===== src/rtl/data_mem_seq_pkg.sv =====
`default_nettype none
// ============================================================================
//  Package     : data_mem_pkg
//  Description : Shared types and constants for the data memory with
//                initialisation sequencer: sequencer state encoding, the
//                default init table and the parity helper.
//  Revision    : 1.0 - initial release
// ============================================================================
package data_mem_pkg;

  // Sequencer state encoding, explicit 2-bit width.
  typedef enum logic [1:0] {
    ST_CLEAR = 2'd0,
    ST_INIT  = 2'd1,
    ST_READY = 2'd2
  } seq_state_t;

  localparam int unsigned C_INIT_TABLE_LEN = 12;

  // Tap patterns, space and delimiter characters loaded after the clear pass.
  // Element 0 lands at INIT_BASE.
  localparam logic [7:0] C_INIT_TABLE [C_INIT_TABLE_LEN] = '{
    8'h60, 8'h48, 8'h78, 8'h72, 8'h6A, 8'h69,
    8'h5C, 8'h7E, 8'h7B, 8'h00, 8'h20, 8'h00
  };

  // Table lookup; entries past the end of the table read as zero so a larger
  // INIT_COUNT simply zero-fills the remainder.
  function automatic logic [7:0] init_entry(input int unsigned i);
    logic [3:0] w_i;
    w_i = i[3:0];
    if (i < C_INIT_TABLE_LEN) begin
      return C_INIT_TABLE[w_i];
    end
    return 8'h00;
  endfunction

  // Reduction XOR: 1 when the word holds an odd number of ones. Callers
  // zero-extend narrower words, which does not change the result.
  function automatic logic odd_parity(input logic [63:0] v);
    return ^v;
  endfunction

endpackage : data_mem_pkg
`default_nettype wire


===== src/rtl/data_mem_seq_init.sv =====
`default_nettype none
// ============================================================================
//  Module      : mem_init_seq
//  Description : Initialisation sequencer. After reset it zeroes addresses
//                CLR_LO..DEPTH-1 one word per cycle, then writes the init
//                table to INIT_BASE.., then raises Ready.
//  Revision    : 1.0 - initial release
//
//  Ports
//    clk      in   1   clock
//    rst      in   1   synchronous active-high reset
//    o_we     out  1   sequencer write strobe (combinational from state)
//    o_addr   out  AW  sequencer write address
//    o_data   out  DW  sequencer write data
//    o_ready  out  1   registered; sequence complete
//    o_busy   out  1   registered; inverse of o_ready
// ============================================================================
module mem_init_seq
  import data_mem_pkg::*;
#(
  parameter int DW         = 8,
  parameter int AW         = 8,
  parameter int CLR_LO     = 64,
  parameter int INIT_BASE  = 130,
  parameter int INIT_COUNT = 12
) (
  input  logic          clk,
  input  logic          rst,
  output logic          o_we,
  output logic [AW-1:0] o_addr,
  output logic [DW-1:0] o_data,
  output logic          o_ready,
  output logic          o_busy
);

  localparam logic [AW-1:0] C_PTR_START = AW'(CLR_LO);
  // Terminal compare on the top address stops ptr before it can wrap.
  localparam logic [AW-1:0] C_PTR_LAST  = {AW{1'b1}};
  localparam logic [AW-1:0] C_IDX_LAST  = AW'(INIT_COUNT - 1);
  localparam logic [AW-1:0] C_INIT_BASE = AW'(INIT_BASE);

  seq_state_t    r_state;
  logic [AW-1:0] r_ptr;
  logic [AW-1:0] r_idx;
  logic          r_ready;
  logic          r_busy;

  logic [7:0]    w_tbl_byte;
  logic [DW-1:0] w_init_data;

  always_ff @(posedge clk) begin
    if (rst) begin
      r_state <= ST_CLEAR;
      r_ptr   <= C_PTR_START;
      r_idx   <= '0;
      r_ready <= 1'b0;
      r_busy  <= 1'b1;
    end else begin
      case (r_state)
        ST_CLEAR: begin
          if (r_ptr == C_PTR_LAST) begin
            r_state <= ST_INIT;
          end else begin
            r_ptr <= r_ptr + 1'b1;
          end
        end
        ST_INIT: begin
          // Ready rises on the same edge as the final table write.
          if (r_idx == C_IDX_LAST) begin
            r_state <= ST_READY;
            r_ready <= 1'b1;
            r_busy  <= 1'b0;
          end else begin
            r_idx <= r_idx + 1'b1;
          end
        end
        ST_READY: begin
          r_ready <= 1'b1;
          r_busy  <= 1'b0;
        end
        default: begin
          // Unreachable encoding: restart the sequence.
          r_state <= ST_CLEAR;
          r_ptr   <= C_PTR_START;
          r_idx   <= '0;
          r_ready <= 1'b0;
          r_busy  <= 1'b1;
        end
      endcase
    end
  end

  assign w_tbl_byte  = init_entry(32'(r_idx));
  assign w_init_data = DW'(w_tbl_byte);

  // Write port is decoded from the current state so the write lands on the
  // same edge that advances the counter. Reset suppresses the write.
  always_comb begin
    o_we   = 1'b0;
    o_addr = r_ptr;
    o_data = '0;
    if (!rst) begin
      case (r_state)
        ST_CLEAR: begin
          o_we = 1'b1;
        end
        ST_INIT: begin
          o_we   = 1'b1;
          o_addr = C_INIT_BASE + r_idx;
          o_data = w_init_data;
        end
        default: begin
          o_we = 1'b0;
        end
      endcase
    end
  end

  assign o_ready = r_ready;
  assign o_busy  = r_busy;

endmodule : mem_init_seq
`default_nettype wire


===== src/rtl/data_mem_seq.sv =====
`default_nettype none
// ============================================================================
//  Module      : data_mem_seq
//  Description : CPU data memory with asynchronous read, synchronous write,
//                a parity-protected address window (stored MSB is an even
//                parity bit) and a multi-cycle initialisation sequencer.
//  Revision    : 1.0 - initial release
//
//  Ports
//    Clk          in   1   clock
//    Reset        in   1   synchronous active-high reset
//    WriteEn      in   1   write strobe, honoured only when Ready
//    DataAddress  in   AW  read/write address
//    DataIn       in   DW  write data
//    DataOut      out  DW  combinational read data, 0 while Busy
//    ParityErr    out  1   combinational; odd parity on a window read
//    Ready        out  1   registered; init complete
//    Busy         out  1   registered; inverse of Ready
// ============================================================================
module data_mem_seq
  import data_mem_pkg::*;
#(
  parameter int DW         = 8,
  parameter int AW         = 8,
  parameter int CLR_LO     = 64,
  parameter int PAR_LO     = 64,
  parameter int PAR_HI     = 127,
  parameter int INIT_BASE  = 130,
  parameter int INIT_COUNT = 12
) (
  input  logic          Clk,
  input  logic          Reset,
  input  logic          WriteEn,
  input  logic [AW-1:0] DataAddress,
  input  logic [DW-1:0] DataIn,
  output logic [DW-1:0] DataOut,
  output logic          ParityErr,
  output logic          Ready,
  output logic          Busy
);

  localparam int            DEPTH    = 2 ** AW;
  localparam logic [AW-1:0] C_PAR_LO = AW'(PAR_LO);
  localparam logic [AW-1:0] C_PAR_HI = AW'(PAR_HI);

  logic [DW-1:0] r_core [DEPTH];

  logic          w_seq_we;
  logic [AW-1:0] w_seq_addr;
  logic [DW-1:0] w_seq_data;
  logic          w_ready;
  logic          w_busy;

  logic          w_in_win;
  logic          w_user_we;
  logic [DW-2:0] w_payload;
  logic [DW-1:0] w_par_word;
  logic [DW-1:0] w_wr_word;
  logic [DW-1:0] w_rd_word;

  mem_init_seq #(
    .DW         (DW),
    .AW         (AW),
    .CLR_LO     (CLR_LO),
    .INIT_BASE  (INIT_BASE),
    .INIT_COUNT (INIT_COUNT)
  ) u_init_seq (
    .clk     (Clk),
    .rst     (Reset),
    .o_we    (w_seq_we),
    .o_addr  (w_seq_addr),
    .o_data  (w_seq_data),
    .o_ready (w_ready),
    .o_busy  (w_busy)
  );

  // Shared decode: the same address selects both the write encode and the
  // read check.
  assign w_in_win = (DataAddress >= C_PAR_LO) && (DataAddress <= C_PAR_HI);

  // Inside the window the user MSB is discarded and replaced so the stored
  // word always has even parity.
  assign w_payload  = DataIn[DW-2:0];
  assign w_par_word = {odd_parity(64'(w_payload)), w_payload};
  assign w_wr_word  = w_in_win ? w_par_word : DataIn;

  // Reset wins over a same-cycle write, and nothing is accepted or queued
  // until the sequencer has finished.
  assign w_user_we = WriteEn & w_ready & ~Reset;

  // Sequencer and user port are mutually exclusive (user gated by Ready);
  // the priority order only keeps the mux well defined.
  always_ff @(posedge Clk) begin
    if (w_seq_we) begin
      r_core[w_seq_addr] <= w_seq_data;
    end else if (w_user_we) begin
      r_core[DataAddress] <= w_wr_word;
    end
  end

  assign w_rd_word = r_core[DataAddress];
  assign DataOut   = w_ready ? w_rd_word : '0;
  assign ParityErr = w_ready & w_in_win & odd_parity(64'(w_rd_word));

  assign Ready = w_ready;
  assign Busy  = w_busy;

endmodule : data_mem_seq
`default_nettype wire


===== config.mk =====
export PLATFORM = sky130hd
export DESIGN_NAME = data_mem_seq
export DESIGN_NICKNAME = d
export VERILOG_FILES = /design/src/rtl/data_mem_seq_pkg.sv /design/src/rtl/data_mem_seq_init.sv /design/src/rtl/data_mem_seq.sv
export SDC_FILE = /design/constraint.sdc
export NUM_CORES = 2
export LEC_CHECK = 0
export BUFFER_PORTS_ARGS = -buffer_cell sky130_fd_sc_hd__buf_4
export CAP_MARGIN = 20
export CORE_MARGIN = 2
export CORE_UTILIZATION = 51
export DETAILED_ROUTE_END_ITERATION = 8
export PLACE_DENSITY = 0.66
export SLEW_MARGIN = 5
export SYNTH_ARGS = -nofsm -noshare
export SYNTH_HDL_FRONTEND = slang
export SYNTH_HIERARCHICAL = 1
export SYNTH_SLANG_ARGS = --single-unit

===== constraint.sdc =====
create_clock -name Clk -period 21.4 [get_ports Clk]
set_clock_uncertainty 0.2 [all_clocks]
set_input_delay 4.28 -clock Clk [delete_from_list [all_inputs] [get_ports Clk]]
set_output_delay 4.28 -clock Clk [all_outputs]
set_load 0.05 [all_outputs]

## Word level (Yosys, flattened, before mapping)

Memory sizes are Yosys's and may differ from the RTL's.
Cells that the tools add are included.

- Add/subtract/negate cells: 3
- Order comparisons: 4
- Equal/unequal tests: 8
- Muxes and demuxes: 32
- Bitwise logic cells: 10
- Reductions and logical operators: 12

Operators by type and width:

| cell | number |
|---|---|
| XOR reduction 64 bit | 2 |
| 2-to-1 mux 8 bit | 14 |
| case mux 8 bit (2 select lines) | 2 |
| adder 8 x 1 -> 8 bit, second input constant | 2 |
| 2-to-1 mux 1 bit | 11 |
| adder 8 bit, first input constant | 1 |
| equality test 8 x 4 -> 1 bit, second input constant | 1 |
| equality test 8 bit, second input constant | 1 |
| >= comparator 8 x 7 -> 1 bit, second input constant | 1 |
| less-or-equal comparator 8 x 7 -> 1 bit, second input constant | 1 |
| less-than comparator 8 x 4 -> 1 bit, second input constant | 1 |
| OR reduction 8 bit | 1 |
| case mux 1 bit (3 select lines) | 2 |
| case mux 2 bit (3 select lines) | 1 |
| AND reduction 2 bit | 3 |
| OR reduction 2 bit | 3 |
| >= comparator 5 bit, second input constant | 1 |
| inverter 1 bit | 5 |
| inverter 4 -> 5 bit | 1 |
| bitwise AND 1 bit | 4 |
| 2-to-1 mux 2 bit | 2 |
| inequality test 2 x 1 -> 1 bit, second input constant | 2 |
| inequality test 2 bit, second input constant | 2 |
| AND reduction 3 bit | 1 |
| 4 further kinds | 4 |

- Register bits: 20
- Bits in writable memories: 2048
- Memory bits (read-only): 128
- Bits of input ports: 19
- Output and inout port bits: 11
- Word-level logic and storage cells: 76
- Memories: 2

Memory list:

| memory | words | width | read ports | clocked after memory_dff | write ports | RTL line | source |
|---|---|---|---|---|---|---|---|
| r_core | 256 | 8 | 1 | 0 | 1 | data_mem_seq.sv:46 | `logic [DW-1:0] r_core [DEPTH];` |
| (no name shown) | 16 | 8 | 1 | 0 | 0 | data_mem_seq_pkg.sv:33 | `return C_INIT_TABLE[w_i];` |

## Longest topological paths before layout

- Depth after elaboration: 9
- Mapped depth: 16
- Mapped depth without buffers: 10

## Hierarchy

The synthesis kept the hierarchy.

Modules (own cells, without submodules):

| module | instances | cells an instance | area an instance (um2) | seq. area each (um2) |
|---|---|---|---|---|
| data_mem_seq | 1 | 3788 | 80388.3 | 61499.0 |
| mem_init_seq | 1 | 194 | 1453.9 | 400.4 |

## Worst setup path after synthesis

No wires, ideal clock.

- Path type: input to register
- Start: input Reset
- End: memory r_core[0][7] (data pin)
- Setup time: 2187 ps
- Arrival time: 15414 ps
- Data required time: 19013 ps
- Path slack: 3599 ps
- Cell stages on the path: 7
- Buffers on the path: 4
- Cell sequence: clkbuf_1 > buf_2 > nor2_1 > or3_1 > clkbuf_1 > clkbuf_1 > o21ai_0

- Elaborated cells between the ends (all ways): 9
- Classes of those cells: mux (6); bitwise (2); reduce/logical (1)

RTL lines:

| element | RTL line | source |
|---|---|---|
| start: declaration | data_mem_seq.sv:32 | `input logic Reset,` |
| 2-to-1 mux 1 bit | data_mem_seq_init.sv:102 | `if (!rst) begin` |
| net w_seq_we | data_mem_seq.sv:48 | `logic w_seq_we;` |
| 2-to-1 mux 1 bit | data_mem_seq.sv:94 | `if (w_seq_we) begin` |
| 2-to-1 mux 1 bit (not written as such) | data_mem_seq.sv:97 | `r_core[DataAddress] <= w_wr_word;` |
| OR reduction 8 bit (no line) | - |  |
| 2-to-1 mux 8 bit (no line) | - |  |
| end: declaration | data_mem_seq.sv:46 |  |

The timed path passes the listed nets, and every way through them passes these cells.

## Worst setup path after layout

- Start: input DataAddress[1]
- End: output ParityErr

- Cells in the longest elaborated chain, start to end: 4
- Elaborated cells between the ends (all ways): 7
- Classes of those cells: order compare (2); bitwise (2); reduce/logical (2); memory (1)

Ends and longest elaborated chain:

| element | RTL line | source |
|---|---|---|
| start: declaration | data_mem_seq.sv:34 | `input logic [AW-1:0] DataAddress,` |
| parallel branches: the longest is 3 deep, another holds memory read (256 x 8 bit) | - |  |
| bitwise AND 1 bit * | data_mem_seq.sv:103 | `assign ParityErr = w_ready & w_in_win & odd_parity(64'(w_rd_word));` |
| end: declaration | data_mem_seq.sv:37 | `output logic ParityErr,` |

Mark *: on every way between the ends.

==> flow_metrics.tcl <==
set metrics [dict create \
    status "finished, violations left" \
    violations "design-rule violations" \
    path_buf_inv 4 \
    path_clk_slew_ns 0.06 \
    cts_tree "done" \
    cts_setup_buffers 0 \
    syn-mean-instance-area_um2 20.6 \
    r2r_start "u_init_seq/r_state[1]" \
    via_per_inst 6.67 \
    core_um2 160000 \
    hp-class "reg2reg" \
    yosysUniqueCellTypes 90 \
    final_antenna_net_count 0 \
    p_leak_nw 31.2 \
    dr.pass1.iters 9 \
    drive_above_1_share_pct 22.6 \
    ctsResizeCount 0 \
    path_cells "buf_8, buf_12, buf_4, mux4_2, mux4_2, mux2i_1, o32ai_1, or4_1, xor2_1, xnor3_1, and3_1, buf_4" \
    die_w_um 405 \
    grt_pass1_wl_um 315000 \
    gp_congestion 0.977 \
    drc 4 \
    placed_cell_area_um2 84100 \
    nets 4105 \
    crit_required_ns 16.92 \
    vias 42200 \
    slowest_stage "buf_4" \
    syn_nets 4012 \
    fp.dieH_um 405 \
    rsz0062_at_grt "false" \
    timing.fmax_mhz 68.7 \
    grt_usage_pct 27.5 \
    seq_area_um2 61900 \
    grt_pass1_vias 41200 \
    syn_inst 3982 \
    min_period_over_period_pct 68.0 \
    io_pins 30 \
    hpwl_um 136000 \
    cts-root-buf "clkbuf_16" \
    clock_sinks 2068 \
    crit_fanout 109 \
    multi_input_area_um2 18500 \
    synth.ff_latch_count 2068 \
    cp_top_family "buffers and inverters" \
    startpoint "DataAddress[1]" \
    cts_buffer_depth 3 \
    drt-initial-drc-count 6299 \
    slowest_delay_ns 0.73 \
    setup-violations-final 0 \
    yosys-top-cells-area "edfxtp_1, mux4_2, nor2_1" \
    maxSlewViolCount 0 \
    ys_seq_area_share_pct 75.6 \
    clk-insertion-delay-late_ns 0.85 \
    mappedNetlistArea_um2 81800 \
    post-route-min-period_ns 14.56 \
    overflow 0 \
    die_area_um2 164000 \
    synth_warnings 6 \
    num_rows 147 \
    path_class "in2out" \
    wl_per_cell_um 35.3 \
    synth_edf_count 2048 \
    max_cap_violations 0 \
    tightest_slew_ns 1.22 \
    yosys.area.top_type "edfxtp_1" \
    power.density_nw_per_um2 90.6 \
    cts_hold_buf 0 \
    synthTopCellsByCount "edfxtp_1, mux4_2, nor2_1, nand2_1, mux2i_1" \
    cp.arrival_ns 10.08 \
    crit_path_start_kind "input pin" \
    synth_top_area_share_pct 75.1 \
    placement.io_buffers 29 \
    crit_path_end_kind "output port" \
    hold_viol_final 0 \
    finalSetupTns_ns 0 \
    drt_wl_total_um 223000 \
    fillers 11700 \
    htreeDepth 4 \
    synth_ff_type "edfxtp_1" \
    antenna_found_initial 9 \
    hp-start "u_init_seq/r_ptr[0]" \
    synthMostInstantiatedCell "edfxtp_1" \
    final_area_um2 90600 \
    area_growth_pct 10.7 \
    cts_made_buffers 204 \
    ys_async_sr_fraction_pct 0 \
    grt_max_degree 195 \
    max_slew_margin_pct 18.7 \
    irDropWorstVdd_mv 0.0830 \
    start_util_pct 51.1 \
]
-- worst paths after layout --
path,end,slack [ns],cells past startpoint
max reg2reg,r_core[44][4],15.84,9
min reg2reg,u_init_seq/r_ptr[0],0.30,2
min,u_init_seq/r_ptr[0],0.30,2
max,ParityErr,6.84,12
-- worst register-to-register path, delay by kind of cell, from the launching register on --
family / cells / cell delay (ns)
flip-flops: 1 / 0.32
AND/OR/NAND/NOR: 4 / 2.20
buffers and inverters: 2 / 0.60
AO/OA/AOI/OAI: 2 / 1.50
adder cells (fa/ha/maj): 1 / 0.35
-- layout make-up --
class	count	share of cell area [%]
Tap cell	2086	2.88
Clock inverter	115	1.25
Antenna cell	2	0.00552
Timing Repair Buffer	125	1.21
Sequential cell	2068	68.3
Inverter	14	0.0607
Clock buffer	257	5.88
Multi-Input combinational cell	1662	20.4
-- placed cells by master (no fill, tap or decap), types with 26 or more instances in the layout --
master     netlist  final
clkinv_2         0     29
o22ai_1         31     31
edfxtp_1      2048   2048
nor2b_1         32     30
a21oi_1         71     71
clkinv_1         2     50
nand2_1        131    124
a211oi_1        29     29
nand3_1         49     46
o21ai_0         40     39
nor2_1         297    290
nor3_1          27     26
buf_4           48    109
mux4_2         493    493
mux2i_1        100    100
a22oi_1         76     76
clkbuf_1        86     52
clkbuf_16        0    205
-- flip-flops by register name (all words and copies together), names as in the netlist --
register,count
u_init_seq/r_idx,8
u_init_seq/r_ptr,8
r_core,2048
u_init_seq/o_busy,1
u_init_seq/o_ready,1
u_init_seq/r_state,2
-- stage by stage --
stage	std cells	hold WS (ns)	power (mW)	util (%)	setup WS, ns
final	6329	0.299	8.21	56.6	6.84
after global routing	6327	0.329	8.40	56.6	6.68
after CTS	6322	0.293	8.23	56.6	6.96
after detailed placement	5950	0.285	4.79	52.6	6.98
after global placement	5947	0.279	4.79	52.5	6.93
after floorplan	3982	0.262	4.69	-	3.60
-- layer usage --
layer / vias up / track usage (%) / wire, um
met5: - / 0 / 49
met4: 6 / 11.0 / 9780
met3: 463 / 6.67 / 25100
met2: 2595 / 41.7 / 104000
met1: 22400 / 38.8 / 84900
li1: 16700 / - / -
-- cells by family after synthesis --
family | Yosys count | synth area share (%)
simple gates | 645 | 3.63
compound gates | 362 | 3.04
flops | 2068 | 75.6
other cells | 1 | 0.00458
buf+inv | 252 | 1.92
fa+ha+maj | 11 | 0.168
mux | 623 | 15.4
xor+xnor | 20 | 0.240
-- where the power goes --
part / switching, mW / internal, mW / leakage (nW)
clock network: 1.55 / 1.95 / 3.13
logic: 0.204 / 0.110 / 6.18
registers: 0.00125 / 4.39 / 21.9
total: 1.75 / 6.45 / 31.2
No activity file was read; power rests on OpenSTA's default activity.
